`src/rtl/posit_encoder_pp.sv`:
```
// Two-stage posit encoder on the rts/rtr decoded-posit stream, with a one-entry skid latch.
// Define POSIT_ENCODER_STATUS_EN to add the inexact_o / clamped_o status outputs. Requires POSIT_ES >= 1.
module posit_encoder_pp #(
    parameter int POSIT_WIDTH    = 8,
    parameter int POSIT_ES       = 1,
    parameter int SCALE_WIDTH    = 5,
    parameter int FRACTION_WIDTH = 4
) (
    input  logic                          clk,
    input  logic                          rst_n,
    input  logic                          rts_i,
    output logic                          rtr_o,
    input  logic                          sow_i,
    input  logic                          eow_i,
    input  logic                          sign_i,
    input  logic signed [SCALE_WIDTH-1:0] scale_i,
    input  logic [FRACTION_WIDTH-1:0]     fraction_i,
    input  logic                          guard_i,
    input  logic                          round_i,
    input  logic                          sticky_i,
    input  logic                          zero_i,
    input  logic                          NaR_i,
    output logic                          rts_o,
    input  logic                          rtr_i,
    output logic                          sow_o,
    output logic                          eow_o,
    output logic [POSIT_WIDTH-1:0]        posit_o
`ifdef POSIT_ENCODER_STATUS_EN
    ,
    output logic                          inexact_o,
    output logic                          clamped_o
`endif
);

    localparam int N     = POSIT_WIDTH;
    localparam int ES    = POSIT_ES;
    localparam int SW    = SCALE_WIDTH;
    localparam int FW    = FRACTION_WIDTH;
    localparam int EXT_W = N + ES + FW + 3;
    localparam logic signed [SW:0] MAXSCALE = (SW+1)'((N - 2) << ES);

    typedef struct packed {
        logic                 sow;
        logic                 eow;
        logic                 sign;
        logic                 zero;
        logic                 nar;
        logic signed [SW-1:0] scale;
        logic [FW-1:0]        frac;
        logic                 g;
        logic                 r;
        logic                 s;
    } pd_t;

    // Regime run then {e, fraction, GRS}, left-aligned; the N-2 pad bits keep sticky for any in-range k.
    function automatic logic [EXT_W-1:0] build_ext(input pd_t pd);
        logic signed [SW-1:0] k;
        logic [EXT_W-1:0]     base;
        int                   sh;
        k = $signed(pd.scale) >>> ES;
        if (!k[SW-1]) begin
            sh   = int'(k);
            base = {2'b10, pd.scale[ES-1:0], pd.frac, pd.g, pd.r, pd.s, {(N-2){1'b0}}};
        end else begin
            sh   = -int'(k) - 1;
            base = {2'b01, pd.scale[ES-1:0], pd.frac, pd.g, pd.r, pd.s, {(N-2){1'b0}}};
        end
        if (sh > N - 2) sh = N - 2;
        if (!k[SW-1]) return ~(~base >> sh);
        return base >> sh;
    endfunction

    // Round-to-nearest-even on the top N-1 bits; bit N-1 of the result is the carry out.
    function automatic logic [N-1:0] round_sum(input logic [EXT_W-1:0] ext);
        logic [N-2:0] m;
        logic         g;
        logic         s;
        m = ext[EXT_W-1 -: N-1];
        g = ext[EXT_W-N];
        s = |ext[EXT_W-N-1:0];
        return {1'b0, m} + N'(g & (s | m[0]));
    endfunction

    function automatic logic [N-2:0] sat_mag(input logic [N-1:0] sum);
        if (sum[N-1])          return {(N-1){1'b1}};
        if (sum[N-2:0] == '0)  return {{(N-2){1'b0}}, 1'b1};
        return sum[N-2:0];
    endfunction

    function automatic logic [N-1:0] sel_word(input logic sign, input logic zero, input logic nar,
                                              input logic hi, input logic lo, input logic [N-2:0] m);
        logic [N-1:0] w;
        if (nar)  return {1'b1, {(N-1){1'b0}}};
        if (zero) return '0;
        if (hi)      w = {1'b0, {(N-1){1'b1}}};
        else if (lo) w = {{(N-1){1'b0}}, 1'b1};
        else         w = {1'b0, m};
        return sign ? -w : w;
    endfunction

    logic             rtr_q, skid_vld_q, vld_p1_q, vld_p2_q;
    logic             process_en, accept;
    pd_t              in_pd, src_pd, skid_q;
    logic             hi_p1_d, lo_p1_d;
    logic [EXT_W-1:0] ext_p1_q;
    logic             sign_p1_q, zero_p1_q, nar_p1_q, hi_p1_q, lo_p1_q, sow_p1_q, eow_p1_q;
    logic [N-1:0]     sum_p2_d, word_p2_d, posit_p2_q;
    logic             sow_p2_q, eow_p2_q;

    assign process_en = rtr_i | ~vld_p2_q;
    assign accept     = rts_i & rtr_q;
    assign in_pd      = {sow_i, eow_i, sign_i, zero_i, NaR_i, scale_i, fraction_i, guard_i, round_i, sticky_i};
    assign src_pd     = skid_vld_q ? skid_q : in_pd;
    assign hi_p1_d    = $signed({src_pd.scale[SW-1], src_pd.scale}) > MAXSCALE;
    assign lo_p1_d    = $signed({src_pd.scale[SW-1], src_pd.scale}) < -MAXSCALE;

    always_ff @(posedge clk or negedge rst_n) begin
        if (!rst_n) begin
            rtr_q      <= 1'b0;
            skid_vld_q <= 1'b0;
            vld_p1_q   <= 1'b0;
            vld_p2_q   <= 1'b0;
        end else begin
            rtr_q <= process_en;
            if (process_en) begin
                skid_vld_q <= 1'b0;
                vld_p1_q   <= skid_vld_q | accept;
                vld_p2_q   <= vld_p1_q;
            end else if (accept) begin
                skid_vld_q <= 1'b1;
            end
        end
    end

    // Stage 1: regime/exponent/fraction alignment and clamp detection
    always_ff @(posedge clk) begin
        if (!process_en && accept) skid_q <= in_pd;
        if (process_en && (skid_vld_q || accept)) begin
            ext_p1_q  <= build_ext(src_pd);
            sign_p1_q <= src_pd.sign;
            zero_p1_q <= src_pd.zero;
            nar_p1_q  <= src_pd.nar;
            hi_p1_q   <= hi_p1_d;
            lo_p1_q   <= lo_p1_d;
            sow_p1_q  <= src_pd.sow;
            eow_p1_q  <= src_pd.eow;
        end
    end

    // Stage 2: round, saturate, apply sign and specials
    assign sum_p2_d  = round_sum(ext_p1_q);
    assign word_p2_d = sel_word(sign_p1_q, zero_p1_q, nar_p1_q, hi_p1_q, lo_p1_q, sat_mag(sum_p2_d));

    always_ff @(posedge clk or negedge rst_n) begin
        if (!rst_n) begin
            posit_p2_q <= '0;
            sow_p2_q   <= 1'b0;
            eow_p2_q   <= 1'b0;
        end else if (process_en && vld_p1_q) begin
            posit_p2_q <= word_p2_d;
            sow_p2_q   <= sow_p1_q;
            eow_p2_q   <= eow_p1_q;
        end
    end

`ifdef POSIT_ENCODER_STATUS_EN
    logic special_p2_d, clamped_p2_d, inexact_p2_d;
    logic inexact_p2_q, clamped_p2_q;

    assign special_p2_d = zero_p1_q | nar_p1_q;
    assign clamped_p2_d = ~special_p2_d & (hi_p1_q | lo_p1_q | sum_p2_d[N-1] | (sum_p2_d[N-2:0] == '0));
    assign inexact_p2_d = ~special_p2_d & ((|ext_p1_q[EXT_W-N:0]) | clamped_p2_d);

    always_ff @(posedge clk or negedge rst_n) begin
        if (!rst_n) begin
            inexact_p2_q <= 1'b0;
            clamped_p2_q <= 1'b0;
        end else if (process_en && vld_p1_q) begin
            inexact_p2_q <= inexact_p2_d;
            clamped_p2_q <= clamped_p2_d;
        end
    end

    assign inexact_o = inexact_p2_q;
    assign clamped_o = clamped_p2_q;
`endif

    assign rtr_o   = rtr_q;
    assign rts_o   = vld_p2_q;
    assign sow_o   = sow_p2_q;
    assign eow_o   = eow_p2_q;
    assign posit_o = posit_p2_q;

endmodule

```
`config.mk`:
```
export PLATFORM = sky130hd
export DESIGN_NAME = posit_encoder_pp
export DESIGN_NICKNAME = d
export VERILOG_FILES = /design/src/rtl/posit_encoder_pp.sv
export SDC_FILE = /design/constraint.sdc
export NUM_CORES = 1
export LEC_CHECK = 0
export CORE_MARGIN = 1
export CORE_UTILIZATION = 40
export DETAILED_ROUTE_END_ITERATION = 16
export GPL_TIMING_DRIVEN = 0
export SYNTH_ARGS = -nofsm -noshare
export SYNTH_HDL_FRONTEND = slang
export SYNTH_SLANG_ARGS = --single-unit
```
`constraint.sdc`:
```
create_clock -name clk -period 5.75 [get_ports clk]
set_input_delay 0.8625 -clock clk [delete_from_list [all_inputs] [get_ports clk]]
set_output_delay 0.8625 -clock clk [all_outputs]
set_load 0.1 [all_outputs]
```
=== Word-level counts from Yosys, hierarchy flattened ===
Index checks and enable logic that the tools add are counted.

* $add $sub $neg: 4
* Order comparisons: 3
* Shifts and indexed selects: 2
* Muxes and demuxes: 32
* Bitwise operators: 8
* Reductions and logical operators: 8

{| class="wikitable"
|+ Operator list
! kind !! count
|-
| 2-to-1 mux 32 bit || 4
|-
| 2-to-1 mux 16 bit || 4
|-
| >> shifter 16 x 32 -> 16 bit || 2
|-
| 2-to-1 mux 8 bit || 7
|-
| 2-to-1 mux 7 bit || 6
|-
| greater-than comparator 32 x 4 -> 1 bit (second input constant) || 1
|-
| negation 4 -> 32 bit || 1
|-
| NOT 16 bit || 2
|-
| subtractor 32 x 2 -> 32 bit (second input constant) || 1
|-
| 2-to-1 mux 17 bit || 1
|-
| 2-to-1 mux 1 bit || 10
|-
| adder 7 x 1 -> 8 bit || 1
|-
| negation 8 bit || 1
|-
| OR reduction 8 bit || 1
|-
| zero test 7 bit || 1
|-
| greater-than comparator 5 bit (second input constant) || 1
|-
| less-than comparator 5 bit (second input constant) || 1
|-
| logical AND 1 bit || 3
|-
| OR 1 bit || 3
|-
| bitwise AND 1 bit || 2
|-
| nonzero test 2 bit || 1
|-
| zero test 1 bit || 1
|-
| logical OR 1 bit || 1
|-
| NOT 1 bit || 1
|}

* Register bits after elaboration: 54
* Output and inout port bits: 12
* Word-level logic and storage cells: 82

=== Depth between registers and ports, before layout ===
* Depth after elaboration: 17
* Depth in mapped cells: 13
* Gate-level depth less buffers: 11

=== Worst setup path after synthesis ===
OpenSTA, ideal clock, no wires.

* Path type: input -> register
* From: input port scale_i[4]
* To: register ext_p1_q[12] (data pin)
* Library setup time: 0.146 ns
* Data arrival time: 2.802 ns
* Required time: 5.604 ns
* Slack: 2.802 ns
* Stages on the path: 11
* Cells stage by stage: mux2i_1 > buf_2 > inv_1 > ha_1 > clkbuf_1 > inv_1 > nor2_1 > o21ai_0 > a22oi_1 > o21ai_0 > a21oi_1

* Longest elaborated chain between the ends: 12
* Elaborated cells on any way between the ends: 18
* Classes of those cells: 2 x add/sub; 1 x order compare; 2 x shift; 11 x mux; 2 x bitwise

{| class="wikitable"
|+ Ends and longest elaborated chain
! item !! line !! source
|-
| from (decl) || 16 || <nowiki>input logic signed [SCALE_WIDTH-1:0] scale_i,</nowiki>
|-
| 2-to-1 mux 17 bit (*) || 113 || <nowiki>assign src_pd = skid_vld_q ? skid_q : in_pd;</nowiki>
|-
| negation 4 -> 32 bit || 65 || <nowiki>sh = -int'(k) - 1;</nowiki>
|-
| subtractor 32 x 2 -> 32 bit || 65 ||
|-
| 2-to-1 mux 32 bit || 61 || <nowiki>if (!k[SW-1]) begin</nowiki>
|-
| 2-to-1 mux 32 bit || 138 || <nowiki>if (process_en && (skid_vld_q || accept)) begin</nowiki>
|-
| greater-than comparator 32 x 4 -> 1 bit || 68 || <nowiki>if (sh > N - 2) sh = N - 2;</nowiki>
|-
| 2-to-1 mux 32 bit || 68 ||
|-
| 2-to-1 mux 32 bit || 138 ||
|-
| >> shifter 16 x 32 -> 16 bit || 69 || <nowiki>if (!k[SW-1]) return ~(~base >> sh);</nowiki>
|-
| NOT 16 bit || 69 ||
|-
| 2-to-1 mux 16 bit || 69 ||
|-
| 2-to-1 mux 16 bit (*) || 70 || <nowiki>return base >> sh;</nowiki>
|-
| to (signal assigned) || 139 || <nowiki>ext_p1_q <= build_ext(src_pd);</nowiki>
|-
| to (decl) || 105 || <nowiki>logic [EXT_W-1:0] ext_p1_q;</nowiki>
|}

Mark *: on every way between the ends. The rest lies on a longest branch, timed or not. The select of a mux whose other input is x is not followed.
A chain may end at the register's enable or synchronous reset.

=== Worst setup path in the final report ===
Ends and elaborated chain as after synthesis.

==> impl_metrics.env <==
export IMPL_cp_cell_sequence="clkdlybuf4s50_1 > mux2i_1 > buf_2 > inv_1 > ha_1 > clkbuf_1 > inv_1 > nor2_1 > o21ai_0 > a22oi_1 > o21ai_0 > a21oi_1"
export IMPL_combPwrFrac_pct=45.5
export IMPL_cp_end_kind="flop"
export IMPL_relSlewSlack_pct=35.1
export IMPL_crit_type="input port to flop"
export IMPL_grt_overflow_total=0
export IMPL_status="completed"
export IMPL_synth_fp_nets=290
export IMPL_fmax_mhz=274
export IMPL_top_register="skid_q"
export IMPL_route_detailed_drc=0
export IMPL_cts_buffers=5
export IMPL_post_drt_via_cell_ratio=5.17
export IMPL_postRouteAntennaNets=0
export IMPL_synth_cell_area_sq_um=3040
export IMPL_die_height_um=89.1
export IMPL_synthFlopType="edfxtp_1"
export IMPL_rsz0062_at_grt="no"
export IMPL_synth_distinct_cells=54
export IMPL_path_clk_slew_ns=0.10
export IMPL_cts_tree="done"
export IMPL_largest_register_ffs=17
export IMPL_start_util_pct=41.6
export IMPL_p_per_area_nw_per_um2=408
export IMPL_ys_ff_latch=54
export IMPL_dp_cells=396
export IMPL_tns_ns=0
export IMPL_power_leakage_nw=1.35
export IMPL_clock_path_buffers=2
export IMPL_ys_seq_area_share_pct=51.1
export IMPL_totalWireLength_um=5350
export IMPL_place_gp_congestion=0.867
export IMPL_dr_pass1_iters=4
export IMPL_setup_viol=0
export IMPL_row_count=31
export IMPL_skew_ns=0.0162
export IMPL_synth_edf_count=40
export IMPL_p_int_mw=0.859
export IMPL_crit_path_max_incr_delay_ns=0.48
export IMPL_cts_root_buf="clkbuf_8"
export IMPL_boundaryPins=33
export IMPL_yosysWarnings=0
export IMPL_syn_area_per_cell_sq_um=11.5
export IMPL_grt_max_degree=19
export IMPL_worstMarginPinSlew_ns=0.970
export IMPL_drv_slew=0
export IMPL_cts_resized=0
export IMPL_path_max_fanout=11
export IMPL_core_area_sq_um=7290
export IMPL_dieArea_sq_um=7940
export IMPL_area_delta_synth_final_pct=18.9
export IMPL_grt_pass1_vias=1952
export IMPL_num_vias=2087
export IMPL_grt_antenna_before_repair=0
export IMPL_placed_area_sq_um=3500
export IMPL_critPathLaunchType="input port"
export IMPL_grt_usage_pct=14.9
export IMPL_crit_arrival_ns=3.80
export IMPL_p_seq_share_pct=37.4
export IMPL_ys_async_sr_fraction_pct=25.9
export IMPL_drive_gt1_share_pct=13.1
export IMPL_clk_latency_ns=0.31
export IMPL_diodes=0
export IMPL_ir_drop_mv=0.147
export IMPL_final_common_cell="edfxtp_1"
export IMPL_fin_cells=404
export IMPL_p_sw_mw=0.615
export IMPL_worstPathRequired_ns=5.90
export IMPL_swShare_pct=41.7
export IMPL_cts_sinks=54
export IMPL_fin_nets=330
export IMPL_clkPwrFrac_pct=17.0
export IMPL_grt_pass1_wl_um=9070
export IMPL_synthCells=264
export IMPL_port_buffers=32
export IMPL_drt_iter0_markers=74
export IMPL_min_path_type="flop to flop"
export IMPL_dpl_hpwl_um=4030
export IMPL_pre_cts_slack_ns=1.82
export IMPL_layout_common_cells="edfxtp_1, clkdlybuf4s50_1, mux2i_1"
export IMPL_post_cts_setup_buffer_count=0
export IMPL_p_total_mw=1.47
export IMPL_cpMaxStageDelayCell="clkdlybuf4s50_1"
export IMPL_maxCapViolCount=0
export IMPL_hold_viol=0
export IMPL_routedWlPerCell_um=13.3
export IMPL_period_minus_slack_ns=3.64
export IMPL_final_area_sq_um=3610
export IMPL_h_tree_depth=2
export IMPL_setup_slack_ns=2.11
export IMPL_finalCritPeriodShare_pct=63.4
export IMPL_die_width_um=89.1
export IMPL_hold_buffers=0
-- worst max-delay path, delay by kind of cell --
family | cells | cell delay [ns]
AND/OR/NAND/NOR | 1 | 0.18
buffers and inverters | 5 | 1.46
multiplexers | 1 | 0.33
AO/OA/AOI/OAI | 4 | 0.58
adder cells (fa/ha/maj) | 1 | 0.36
-- through the flow --
step                      util [%]  hold slack (ns)
final                         49.5            0.485
after CTS                     49.5            0.493
after global placement        47.7            0.461
after floorplan                  -            0.455
after detailed placement      48.0            0.470
after global routing          49.5            0.512
-- Yosys cell counts, types with 2 or more instances --
cell type / number / area share (%)
nand2_1: 15 / 1.9
nand2b_1: 2 / 0.41
and3_1: 2 / 0.41
buf_4: 3 / 0.74
buf_2: 2 / 0.33
ha_1: 5 / 2.1
mux2_2: 9 / 3.3
clkbuf_8: 2 / 0.91
a221oi_1: 2 / 0.58
inv_1: 9 / 1.1
dfrtp_1: 14 / 12
o21ai_1: 4 / 0.66
a21oi_1: 15 / 2.5
o22ai_1: 2 / 0.41
buf_6: 3 / 1.1
nor3_1: 5 / 0.82
nor4_1: 2 / 0.41
clkbuf_1: 3 / 0.37
xnor2_1: 9 / 2.6
nand3_1: 12 / 2.0
nor2_1: 20 / 2.5
o221ai_1: 2 / 0.58
edfxtp_1: 40 / 40
a31oi_1: 5 / 1.0
and4_1: 2 / 0.58
a22oi_1: 2 / 0.49
mux2i_1: 30 / 9.9
nand4_1: 2 / 0.41
nor2b_1: 2 / 0.41
xor2_1: 4 / 1.2
o21ai_0: 12 / 2.0
-- cell families after synthesis --
family	share of synthesized area, %
AO/OA/AOI/OAI	12.3
XOR/XNOR	3.75
adder cells (fa/ha/maj)	2.06
buffers and inverters	4.74
flip-flops	51.1
multiplexers	14.0
AND/OR/NAND/NOR	12.1
-- power groups by stage --
stage	Clock, mW	Combinational, mW	Sequential (mW)
6_report	0.251	0.671	0.552
5_1_grt	0.272	0.722	0.561
4_1_cts	0.259	0.673	0.553
3_5_place_dp	0	0.671	0.562
3_3_place_gp	0	0.662	0.561
2_1_floorplan	0	0.292	0.782
-- path summary, 6_finish.rpt --
path,startpoint,to,slack (ns),cells after the start
max,scale_i[4],ext_p1_q[12]$_DFFE_PP_,2.11,12
min,posit_o[4]$_DFFE_PN0P_,posit_o[4]$_DFFE_PN0P_,0.48,2
max reg2reg,skid_vld_q$_DFFE_PN0P_,ext_p1_q[12]$_DFFE_PP_,2.37,13
min reg2reg,posit_o[4]$_DFFE_PN0P_,posit_o[4]$_DFFE_PN0P_,0.48,2
max in group asynchronous,rst_n,skid_vld_q$_DFFE_PN0P_,4.39,1
min in group asynchronous,rst_n,posit_o[1]$_DFFE_PN0P_,0.94,1
-- layer usage --
metal  routed length [um]  track usage (%)
met5                    0                0
met4                   78             4.91
met3                  118             2.49
met2                 2520             24.6
met1                 2630             20.0
-- final cells by class --
type	count	area, sq um
Buffer	14	110
Clock buffer	5	68.8
Clock inverter	3	42.5
Fill cell	685	3680
Inverter	9	33.8
Multi-Input combinational cell	187	1340
Sequential cell	54	1550
Tap cell	99	124
Timing Repair Buffer	33	335
Note: power is estimated with default switching activity, not from simulation.
